===== config.mk =====
export PLATFORM = sky130hd
export DESIGN_NAME = iir_biquad_mc
export DESIGN_NICKNAME = d
export VERILOG_FILES = /design/src/rtl/iir_biquad_mc.sv
export SDC_FILE = /design/constraint.sdc
export NUM_CORES = 2
export LEC_CHECK = 0
export ABC_AREA = 1
export CAP_MARGIN = 20
export CORE_ASPECT_RATIO = 1.1
export CORE_UTILIZATION = 37
export DETAILED_ROUTE_END_ITERATION = 6
export HOLD_SLACK_MARGIN = 0.06
export SYNTH_ARGS = -nofsm -noshare
export SYNTH_HDL_FRONTEND = slang
export SYNTH_SLANG_ARGS = --single-unit

===== constraint.sdc =====
create_clock -name i_CLK -period 40.8 [get_ports i_CLK]
set_input_delay 8.16 -clock i_CLK [delete_from_list [all_inputs] [get_ports i_CLK]]
set_output_delay 8.16 -clock i_CLK [all_outputs]
set_load 0.02 [all_outputs]

===== src/rtl/iir_biquad_mc.sv =====
// Multi-channel second-order IIR section in single-precision float.
// One shared multiplier and one shared adder are stepped through the five terms by a handshake FSM.

module float_multiplier (
  input  logic        i_CLK,
  input  logic        i_RST,
  input  logic [31:0] i_A,
  input  logic [31:0] i_B,
  input  logic        i_AB_STB,
  output logic        o_AB_ACK,
  output logic [31:0] o_Z,
  output logic        o_Z_STB,
  input  logic        i_Z_ACK
);
  typedef enum logic [1:0] {U_GET, U_CALC, U_PUT} unit_state_e;

  unit_state_e state_q, state_d;
  logic [31:0] a_q, a_d, b_q, b_d, z_q, z_d;
  logic        ack_q, ack_d, stb_q, stb_d;

  // Normal operands only; a zero exponent is treated as zero, rounding is nearest-even.
  function automatic logic [31:0] fp_mul(input logic [31:0] a, input logic [31:0] b);
    logic              sgn;
    logic [47:0]       p;
    logic signed [9:0] e;
    logic [22:0]       m;
    logic              g, st;
    logic [23:0]       mr;
    sgn = a[31] ^ b[31];
    if (a[30:23] == 8'd0 || b[30:23] == 8'd0) return {sgn, 31'd0};
    p = {24'd0, 1'b1, a[22:0]} * {24'd0, 1'b1, b[22:0]};
    e = $signed({2'b00, a[30:23]}) + $signed({2'b00, b[30:23]}) - 10'sd127;
    if (p[47]) begin
      m  = p[46:24];
      g  = p[23];
      st = |p[22:0];
      e  = e + 10'sd1;
    end else begin
      m  = p[45:23];
      g  = p[22];
      st = |p[21:0];
    end
    mr = {1'b0, m} + {23'd0, g & (st | m[0])};
    if (mr[23]) e = e + 10'sd1;
    if (e <= 10'sd0) return {sgn, 31'd0};
    if (e >= 10'sd255) return {sgn, 8'hff, 23'd0};
    return {sgn, e[7:0], mr[22:0]};
  endfunction

  always_ff @(posedge i_CLK or posedge i_RST) begin
    if (i_RST) begin
      state_q <= U_GET;
      a_q     <= '0;
      b_q     <= '0;
      z_q     <= '0;
      ack_q   <= 1'b0;
      stb_q   <= 1'b0;
    end else begin
      state_q <= state_d;
      a_q     <= a_d;
      b_q     <= b_d;
      z_q     <= z_d;
      ack_q   <= ack_d;
      stb_q   <= stb_d;
    end
  end

  always_comb begin
    state_d = state_q;
    a_d     = a_q;
    b_d     = b_q;
    z_d     = z_q;
    ack_d   = ack_q;
    stb_d   = stb_q;
    case (state_q)
      U_GET: begin
        ack_d = 1'b1;
        if (i_AB_STB && ack_q) begin
          a_d     = i_A;
          b_d     = i_B;
          ack_d   = 1'b0;
          state_d = U_CALC;
        end
      end
      U_CALC: begin
        z_d     = fp_mul(a_q, b_q);
        stb_d   = 1'b1;
        state_d = U_PUT;
      end
      U_PUT: begin
        if (i_Z_ACK && stb_q) begin
          stb_d   = 1'b0;
          state_d = U_GET;
        end
      end
      default: state_d = U_GET;
    endcase
  end

  assign o_AB_ACK = ack_q;
  assign o_Z      = z_q;
  assign o_Z_STB  = stb_q;
endmodule

module float_adder (
  input  logic        i_CLK,
  input  logic        i_RST,
  input  logic [31:0] i_A,
  input  logic [31:0] i_B,
  input  logic        i_AB_STB,
  output logic        o_AB_ACK,
  output logic [31:0] o_Z,
  output logic        o_Z_STB,
  input  logic        i_Z_ACK
);
  typedef enum logic [1:0] {U_GET, U_CALC, U_PUT} unit_state_e;

  unit_state_e state_q, state_d;
  logic [31:0] a_q, a_d, b_q, b_d, z_q, z_d;
  logic        ack_q, ack_d, stb_q, stb_d;

  // Larger magnitude sets the sign; three guard bits feed nearest-even rounding.
  function automatic logic [31:0] fp_add(input logic [31:0] a, input logic [31:0] b);
    logic [31:0]       l, s;
    logic [26:0]       ml, ms;
    logic [27:0]       sum;
    logic [7:0]        d;
    logic signed [9:0] e;
    logic              sticky;
    logic [23:0]       mr;
    if (a[30:23] == 8'd0 && b[30:23] == 8'd0) return {a[31] & b[31], 31'd0};
    if (a[30:23] == 8'd0) return b;
    if (b[30:23] == 8'd0) return a;
    if (a[30:0] >= b[30:0]) begin
      l = a;
      s = b;
    end else begin
      l = b;
      s = a;
    end
    d  = l[30:23] - s[30:23];
    ml = {1'b1, l[22:0], 3'b000};
    ms = {1'b1, s[22:0], 3'b000};
    if (d > 8'd26) begin
      ms = 27'd1;
    end else begin
      sticky = |(ms & ((27'd1 << d) - 27'd1));
      ms     = (ms >> d) | {26'd0, sticky};
    end
    e = $signed({2'b00, l[30:23]});
    if (l[31] == s[31]) sum = {1'b0, ml} + {1'b0, ms};
    else                sum = {1'b0, ml} - {1'b0, ms};
    if (sum == 28'd0) return 32'd0;
    if (sum[27]) begin
      sum = {1'b0, sum[27:2], sum[1] | sum[0]};
      e   = e + 10'sd1;
    end
    for (int i = 0; i < 26; i++) begin
      if (!sum[26]) begin
        sum = {sum[26:0], 1'b0};
        e   = e - 10'sd1;
      end
    end
    if (e <= 10'sd0) return {l[31], 31'd0};
    mr = {1'b0, sum[25:3]} + {23'd0, sum[2] & (sum[1] | sum[0] | sum[3])};
    if (mr[23]) e = e + 10'sd1;
    if (e >= 10'sd255) return {l[31], 8'hff, 23'd0};
    return {l[31], e[7:0], mr[22:0]};
  endfunction

  always_ff @(posedge i_CLK or posedge i_RST) begin
    if (i_RST) begin
      state_q <= U_GET;
      a_q     <= '0;
      b_q     <= '0;
      z_q     <= '0;
      ack_q   <= 1'b0;
      stb_q   <= 1'b0;
    end else begin
      state_q <= state_d;
      a_q     <= a_d;
      b_q     <= b_d;
      z_q     <= z_d;
      ack_q   <= ack_d;
      stb_q   <= stb_d;
    end
  end

  always_comb begin
    state_d = state_q;
    a_d     = a_q;
    b_d     = b_q;
    z_d     = z_q;
    ack_d   = ack_q;
    stb_d   = stb_q;
    case (state_q)
      U_GET: begin
        ack_d = 1'b1;
        if (i_AB_STB && ack_q) begin
          a_d     = i_A;
          b_d     = i_B;
          ack_d   = 1'b0;
          state_d = U_CALC;
        end
      end
      U_CALC: begin
        z_d     = fp_add(a_q, b_q);
        stb_d   = 1'b1;
        state_d = U_PUT;
      end
      U_PUT: begin
        if (i_Z_ACK && stb_q) begin
          stb_d   = 1'b0;
          state_d = U_GET;
        end
      end
      default: state_d = U_GET;
    endcase
  end

  assign o_AB_ACK = ack_q;
  assign o_Z      = z_q;
  assign o_Z_STB  = stb_q;
endmodule

// Handshakes: a transfer happens on any clock edge where the producer's valid/strobe and the
// consumer's ready/ack are both high; the producer holds data stable until that edge.
module iir_biquad_mc #(
  parameter int          CH_NUM  = 3,
  parameter int          CH_W    = 2,
  parameter logic [31:0] B0_INIT = 32'h3f800000,
  parameter logic [31:0] B1_INIT = 32'h00000000,
  parameter logic [31:0] B2_INIT = 32'h00000000,
  parameter logic [31:0] A1_INIT = 32'h00000000,
  parameter logic [31:0] A2_INIT = 32'h00000000
) (
  input  logic            i_CLK,
  input  logic            i_RST,
  input  logic [31:0]     i_X_DATA,
  input  logic [CH_W-1:0] i_X_CH,
  input  logic            i_X_BYPASS,
  input  logic            i_X_DATA_VALID,
  output logic            o_X_DATA_READY,
  output logic [31:0]     o_Y_DATA,
  output logic [CH_W-1:0] o_Y_CH,
  output logic            o_Y_DATA_VALID,
  input  logic            i_Y_ACK,
  input  logic            i_COEF_WE,
  input  logic [2:0]      i_COEF_ADDR,
  input  logic [31:0]     i_COEF_DATA,
  input  logic            i_STATE_CLR,
  output logic [2:0]      o_DBG_STATE
);
  typedef enum logic [2:0] {IDLE, MUL_REQ, MUL_WAIT, ADD_REQ, ADD_WAIT, UPDATE, OUT} state_e;

  localparam logic [CH_W:0] CH_LIM = (CH_W+1)'(CH_NUM);

  state_e          state_q, state_d;
  logic [2:0]      k_q, k_d;
  logic [31:0]     x_q, x_d, acc_q, acc_d, prod_q, prod_d, y_q, y_d;
  logic [CH_W-1:0] ch_q, ch_d, y_ch_q, y_ch_d;
  logic            y_vld_q, y_vld_d;
  logic [31:0]     b0_q, b0_d, b1_q, b1_d, b2_q, b2_d, a1_q, a1_d, a2_q, a2_d;
  logic [31:0]     x1_q [CH_NUM];
  logic [31:0]     x1_d [CH_NUM];
  logic [31:0]     x2_q [CH_NUM];
  logic [31:0]     x2_d [CH_NUM];
  logic [31:0]     y1_q [CH_NUM];
  logic [31:0]     y1_d [CH_NUM];
  logic [31:0]     y2_q [CH_NUM];
  logic [31:0]     y2_d [CH_NUM];

  logic [31:0] mul_a, mul_b, mul_z, add_z;
  logic        mul_stb, mul_ack, mul_z_stb, mul_z_ack;
  logic        add_stb, add_ack, add_z_stb, add_z_ack;
  logic        accept;

  float_multiplier u_mul (
    .i_CLK(i_CLK), .i_RST(i_RST), .i_A(mul_a), .i_B(mul_b), .i_AB_STB(mul_stb),
    .o_AB_ACK(mul_ack), .o_Z(mul_z), .o_Z_STB(mul_z_stb), .i_Z_ACK(mul_z_ack)
  );

  float_adder u_add (
    .i_CLK(i_CLK), .i_RST(i_RST), .i_A(acc_q), .i_B(prod_q), .i_AB_STB(add_stb),
    .o_AB_ACK(add_ack), .o_Z(add_z), .o_Z_STB(add_z_stb), .i_Z_ACK(add_z_ack)
  );

  assign mul_stb        = (state_q == MUL_REQ);
  assign mul_z_ack      = (state_q == MUL_WAIT) && mul_z_stb;
  assign add_stb        = (state_q == ADD_REQ);
  assign add_z_ack      = (state_q == ADD_WAIT) && add_z_stb;
  assign o_X_DATA_READY = (state_q == IDLE);
  assign o_Y_DATA       = y_q;
  assign o_Y_CH         = y_ch_q;
  assign o_Y_DATA_VALID = y_vld_q;
  assign o_DBG_STATE    = state_q;
  assign accept         = i_X_DATA_VALID && !i_STATE_CLR;

  // Feedback terms subtract by flipping the coefficient sign into the product.
  always_comb begin
    mul_a = b0_q;
    mul_b = x_q;
    case (k_q)
      3'd1: begin mul_a = b1_q;                  mul_b = x1_q[ch_q]; end
      3'd2: begin mul_a = b2_q;                  mul_b = x2_q[ch_q]; end
      3'd3: begin mul_a = {~a1_q[31], a1_q[30:0]}; mul_b = y1_q[ch_q]; end
      3'd4: begin mul_a = {~a2_q[31], a2_q[30:0]}; mul_b = y2_q[ch_q]; end
      default: ;
    endcase
  end

  always_ff @(posedge i_CLK or posedge i_RST) begin
    if (i_RST) begin
      state_q <= IDLE;
      k_q     <= '0;
      x_q     <= '0;
      ch_q    <= '0;
      acc_q   <= '0;
      prod_q  <= '0;
      y_q     <= '0;
      y_ch_q  <= '0;
      y_vld_q <= 1'b0;
      b0_q    <= B0_INIT;
      b1_q    <= B1_INIT;
      b2_q    <= B2_INIT;
      a1_q    <= A1_INIT;
      a2_q    <= A2_INIT;
      for (int c = 0; c < CH_NUM; c++) begin
        x1_q[c] <= '0;
        x2_q[c] <= '0;
        y1_q[c] <= '0;
        y2_q[c] <= '0;
      end
    end else begin
      state_q <= state_d;
      k_q     <= k_d;
      x_q     <= x_d;
      ch_q    <= ch_d;
      acc_q   <= acc_d;
      prod_q  <= prod_d;
      y_q     <= y_d;
      y_ch_q  <= y_ch_d;
      y_vld_q <= y_vld_d;
      b0_q    <= b0_d;
      b1_q    <= b1_d;
      b2_q    <= b2_d;
      a1_q    <= a1_d;
      a2_q    <= a2_d;
      x1_q    <= x1_d;
      x2_q    <= x2_d;
      y1_q    <= y1_d;
      y2_q    <= y2_d;
    end
  end

  always_comb begin
    state_d = state_q;
    k_d     = k_q;
    x_d     = x_q;
    ch_d    = ch_q;
    acc_d   = acc_q;
    prod_d  = prod_q;
    y_d     = y_q;
    y_ch_d  = y_ch_q;
    y_vld_d = y_vld_q;
    b0_d    = b0_q;
    b1_d    = b1_q;
    b2_d    = b2_q;
    a1_d    = a1_q;
    a2_d    = a2_q;
    x1_d    = x1_q;
    x2_d    = x2_q;
    y1_d    = y1_q;
    y2_d    = y2_q;
    case (state_q)
      IDLE: begin
        if (i_STATE_CLR) begin
          for (int c = 0; c < CH_NUM; c++) begin
            x1_d[c] = '0;
            x2_d[c] = '0;
            y1_d[c] = '0;
            y2_d[c] = '0;
          end
        end else if (i_X_DATA_VALID) begin
          x_d  = i_X_DATA;
          ch_d = i_X_CH;
          if (i_X_BYPASS || {1'b0, i_X_CH} >= CH_LIM) begin
            y_d     = i_X_DATA;
            y_ch_d  = i_X_CH;
            y_vld_d = 1'b1;
            state_d = OUT;
          end else begin
            k_d     = 3'd0;
            state_d = MUL_REQ;
          end
        end
        // Coefficients only change while no sample is being taken in.
        if (i_COEF_WE && !accept) begin
          case (i_COEF_ADDR)
            3'd0: b0_d = i_COEF_DATA;
            3'd1: b1_d = i_COEF_DATA;
            3'd2: b2_d = i_COEF_DATA;
            3'd3: a1_d = i_COEF_DATA;
            3'd4: a2_d = i_COEF_DATA;
            default: ;
          endcase
        end
      end
      MUL_REQ: if (mul_ack) state_d = MUL_WAIT;
      MUL_WAIT: begin
        if (mul_z_stb) begin
          prod_d = mul_z;
          if (k_q == 3'd0) begin
            acc_d   = mul_z;
            k_d     = 3'd1;
            state_d = MUL_REQ;
          end else begin
            state_d = ADD_REQ;
          end
        end
      end
      ADD_REQ: if (add_ack) state_d = ADD_WAIT;
      ADD_WAIT: begin
        if (add_z_stb) begin
          acc_d = add_z;
          if (k_q < 3'd4) begin
            k_d     = k_q + 3'd1;
            state_d = MUL_REQ;
          end else begin
            state_d = UPDATE;
          end
        end
      end
      UPDATE: begin
        x2_d[ch_q] = x1_q[ch_q];
        x1_d[ch_q] = x_q;
        y2_d[ch_q] = y1_q[ch_q];
        y1_d[ch_q] = acc_q;
        y_d        = acc_q;
        y_ch_d     = ch_q;
        y_vld_d    = 1'b1;
        state_d    = OUT;
      end
      OUT: begin
        if (y_vld_q && i_Y_ACK) begin
          y_vld_d = 1'b0;
          state_d = IDLE;
        end
      end
      default: state_d = IDLE;
    endcase
  end
endmodule


==> flow_summary.toml <==
[route]
wl_per_cell_um = 19.8
drc_errors = 0
dr.pass1.iters = 7
vias = 71126
ant_nets = 0
vias_per_cell = 5.36
drt_wl_total_um = 263000
drtIter0Drc = 5926

[floorplanning]
core_um2 = 205000
rows = 174
die_width_um = 435
die_y_um = 478
dieArea_um2 = 208000
start_util = 0.373
ioPinCount = 115

[setup_path]
r2r_slack_ps = 15560
critPathMostFrequentCell = "nand2_1"
critPathSlowestCell = "ha_1"
setup.worst_path.start = "u_add.b_q[23]"
worstPathArrival_ps = 25860
cp_max_fo = 93
crit_path_max_incr_delay_ps = 860
cp.required_ps = 41410
crit_type = "flop to flop"
start_kind = "flop"
worstSetupEndpointType = "flop"
r2r-start = "u_add.b_q[23]"

[global_routing]
grt.met1_usage = 0.339
track_usage = 0.248
first_global_vias = 69190
antenna_found_initial = 2
grt_first_pass_wirelength_um = 408000
grtUsageMet3 = 0.0283
met2_usage = 0.398
gr-max-usage-layer = "met2"
grt-ovfl-total = 0
grt_max_degree = 124

[placed_design]
portBuffers = 114
place_congestion = 0.940
place_area_um2 = 80000
dpl.hpwl_um = 191000

[status]
status = "complete, no violations"

[timing]
slew_headroom = 0.265
finalHoldViolCount = 0
finalCritPeriodShare = 0.619
worst_slew_pin_slew_ps = 1090
drv_slew = 0
finalSetupViolations = 0
max_freq_mhz = 39.6
rsz0062_at_grt = "false"
min_period_ps = 25240
clock_skew_ps = 23.1
fin_setup_tns_ps = 0

[clock_tree]
clock-root-buffer = "clkbuf_16"
ctsResizeCount = 0
cts_max_level = 3
cts_hold_buf = 0
cts_inserted_buffers = 87
clockBufferDepth = 3
clk-insertion-delay-late_ps = 690
numClockSinks = 883
cts_tree = "done"
clk_pin_slew_ps = 70
cts_setup_buffers = 0

[synth]
ys.flop_type = "dfrtp_1"
synth.top_cell.area_share = 0.287
yosys.area.top_type = "dfrtp_1"
synth_cells = 10635
yosys-top-cells-area = "dfrtp_1, nand2_1, fa_1"
synth-async-reset-ratio = 1.00
syn_avg_cell_area_um2 = 7.18
synth_edf_count = 0
yosysWarnings = 0
netlist_area_um2 = 76300
yosysSeqAreaShare = 0.290
synth_fp_nets = 11491
synth_seq_cells = 883
synth_cell_type_count = 81

[layout]
final_cell_mix = "nand2_1, inv_1, nand3_1"
drive_gt1_frac = 0.0596
fillers = 21191
multi_input_area_um2 = 45600
nets = 11331
syn_to_final_growth_pct = 8.83
final_cell_area_um2 = 83100
layout_commonest_cell = "nand2_1"
seq_area_um2 = 22100

[hold_path]
worstHoldPathType = "flop to flop"
min_from = "u_mul.o_Z[23]"

[flow_run]
max-cap-violations = 0
critical path, delay by kind of cell, from the launching register on:
| family | cells | cell delay, ps |
|---|---|---|
| AND/OR/NAND/NOR | 92 | 12370 |
| adder cells (fa/ha/maj) | 24 | 7260 |
| AO/OA/AOI/OAI | 12 | 2890 |
| buffers and inverters | 20 | 2140 |
| flip-flops | 1 | 370 |
per-layer routing:
metal	routed length, µm	vias up
met4	11700	0
met5	0	-
li1	-	33585
met1	116000	34648
met2	119000	2471
met3	15900	422
worst paths after layout:
path,to,cells after the start
setup reg to reg,u_add.o_Z[7],148
setup / recovery,u_add.o_Z[7],148
hold / removal,prod_q[23],2
min in group asynchronous,o_Y_DATA[13],2
hold reg to reg,prod_q[23],2
max in group asynchronous,a2_q[3],7
kinds of logic (layout without fill, tap and decap cells):
| kind of cell | after synthesis | in the layout | synth area share |
|---|---|---|---|
| buffers and inverters | 2293 | 2206 | 0.115 |
| multiplexers | 15 | 15 | 0.00215 |
| flip-flops | 883 | 883 | 0.290 |
| other | 0 | 1 | 0 |
| adder cells (fa/ha/maj) | 780 | 780 | 0.175 |
| AO/OA/AOI/OAI | 1755 | 1755 | 0.133 |
| AND/OR/NAND/NOR | 4796 | 4796 | 0.271 |
| XOR/XNOR | 113 | 113 | 0.0132 |
registers in the layout, summed over array words and instances, names as in the netlist, 3 cells and up:
name         cells
y1_q            96
y2_q            96
u_add.o_Z       32
o_DBG_STATE      3
u_mul.a_q       32
x1_q            96
acc_q           32
b0_q            32
u_add.b_q       32
b1_q            32
x2_q            96
u_add.a_q       32
a1_q            32
prod_q          32
o_Y_DATA        32
u_mul.o_Z       32
x_q             32
k_q              3
a2_q            32
u_mul.b_q       32
b2_q            32
area by class of cell:
| class | count | share of cell area |
|---|---|---|
| antenna | 1 | 0.0000301 |
| sequential | 883 | 0.266 |
| timing repair buffer | 231 | 0.0249 |
| inverter | 1813 | 0.0823 |
| clock inverter | 36 | 0.00578 |
| tap | 2728 | 0.0411 |
| multi-input combinational | 7459 | 0.549 |
| clock buffer | 126 | 0.0309 |
per-stage QoR:
stage / hold slack [ps] / setup WS, ps / std cells / util
global route: 498 / 13090 / 13276 / 0.406
detailed placement: 463 / 15730 / 13112 / 0.391
finish: 473 / 15560 / 13277 / 0.406
global placement: 458 / 15910 / 13112 / 0.391
floorplan: 447 / 7830 / 10635 / -
CTS: 475 / 15700 / 13274 / 0.406
cells in the mapped netlist, types with 21 or more instances:
| library cell | n |
|---|---|
| nand2_1 | 2807 |
| inv_1 | 1748 |
| nand3_1 | 884 |
| dfrtp_1 | 876 |
| o21ai_0 | 834 |
| nor2_1 | 658 |
| fa_1 | 484 |
| clkbuf_1 | 385 |
| ha_1 | 296 |
| a21oi_1 | 274 |
| o22ai_1 | 209 |
| nand4_1 | 117 |
| a31oi_1 | 88 |
| xor2_1 | 85 |
| nand2_2 | 78 |
| a22oi_1 | 66 |
| o211ai_1 | 56 |
| buf_1 | 55 |
| inv_2 | 49 |
| nand3_2 | 46 |
| nor3_1 | 44 |
| a221oi_1 | 33 |
| a22o_1 | 31 |
| nor2_2 | 31 |
| xnor2_1 | 27 |
| nand3b_1 | 26 |
| o21ai_1 | 26 |
| or2_2 | 25 |
| o21ai_2 | 22 |
| nor4_1 | 21 |
Power is left out: the tool's default activity adds up to more than one toggle a clock period on the data nets, which glitch-free logic cannot reach.
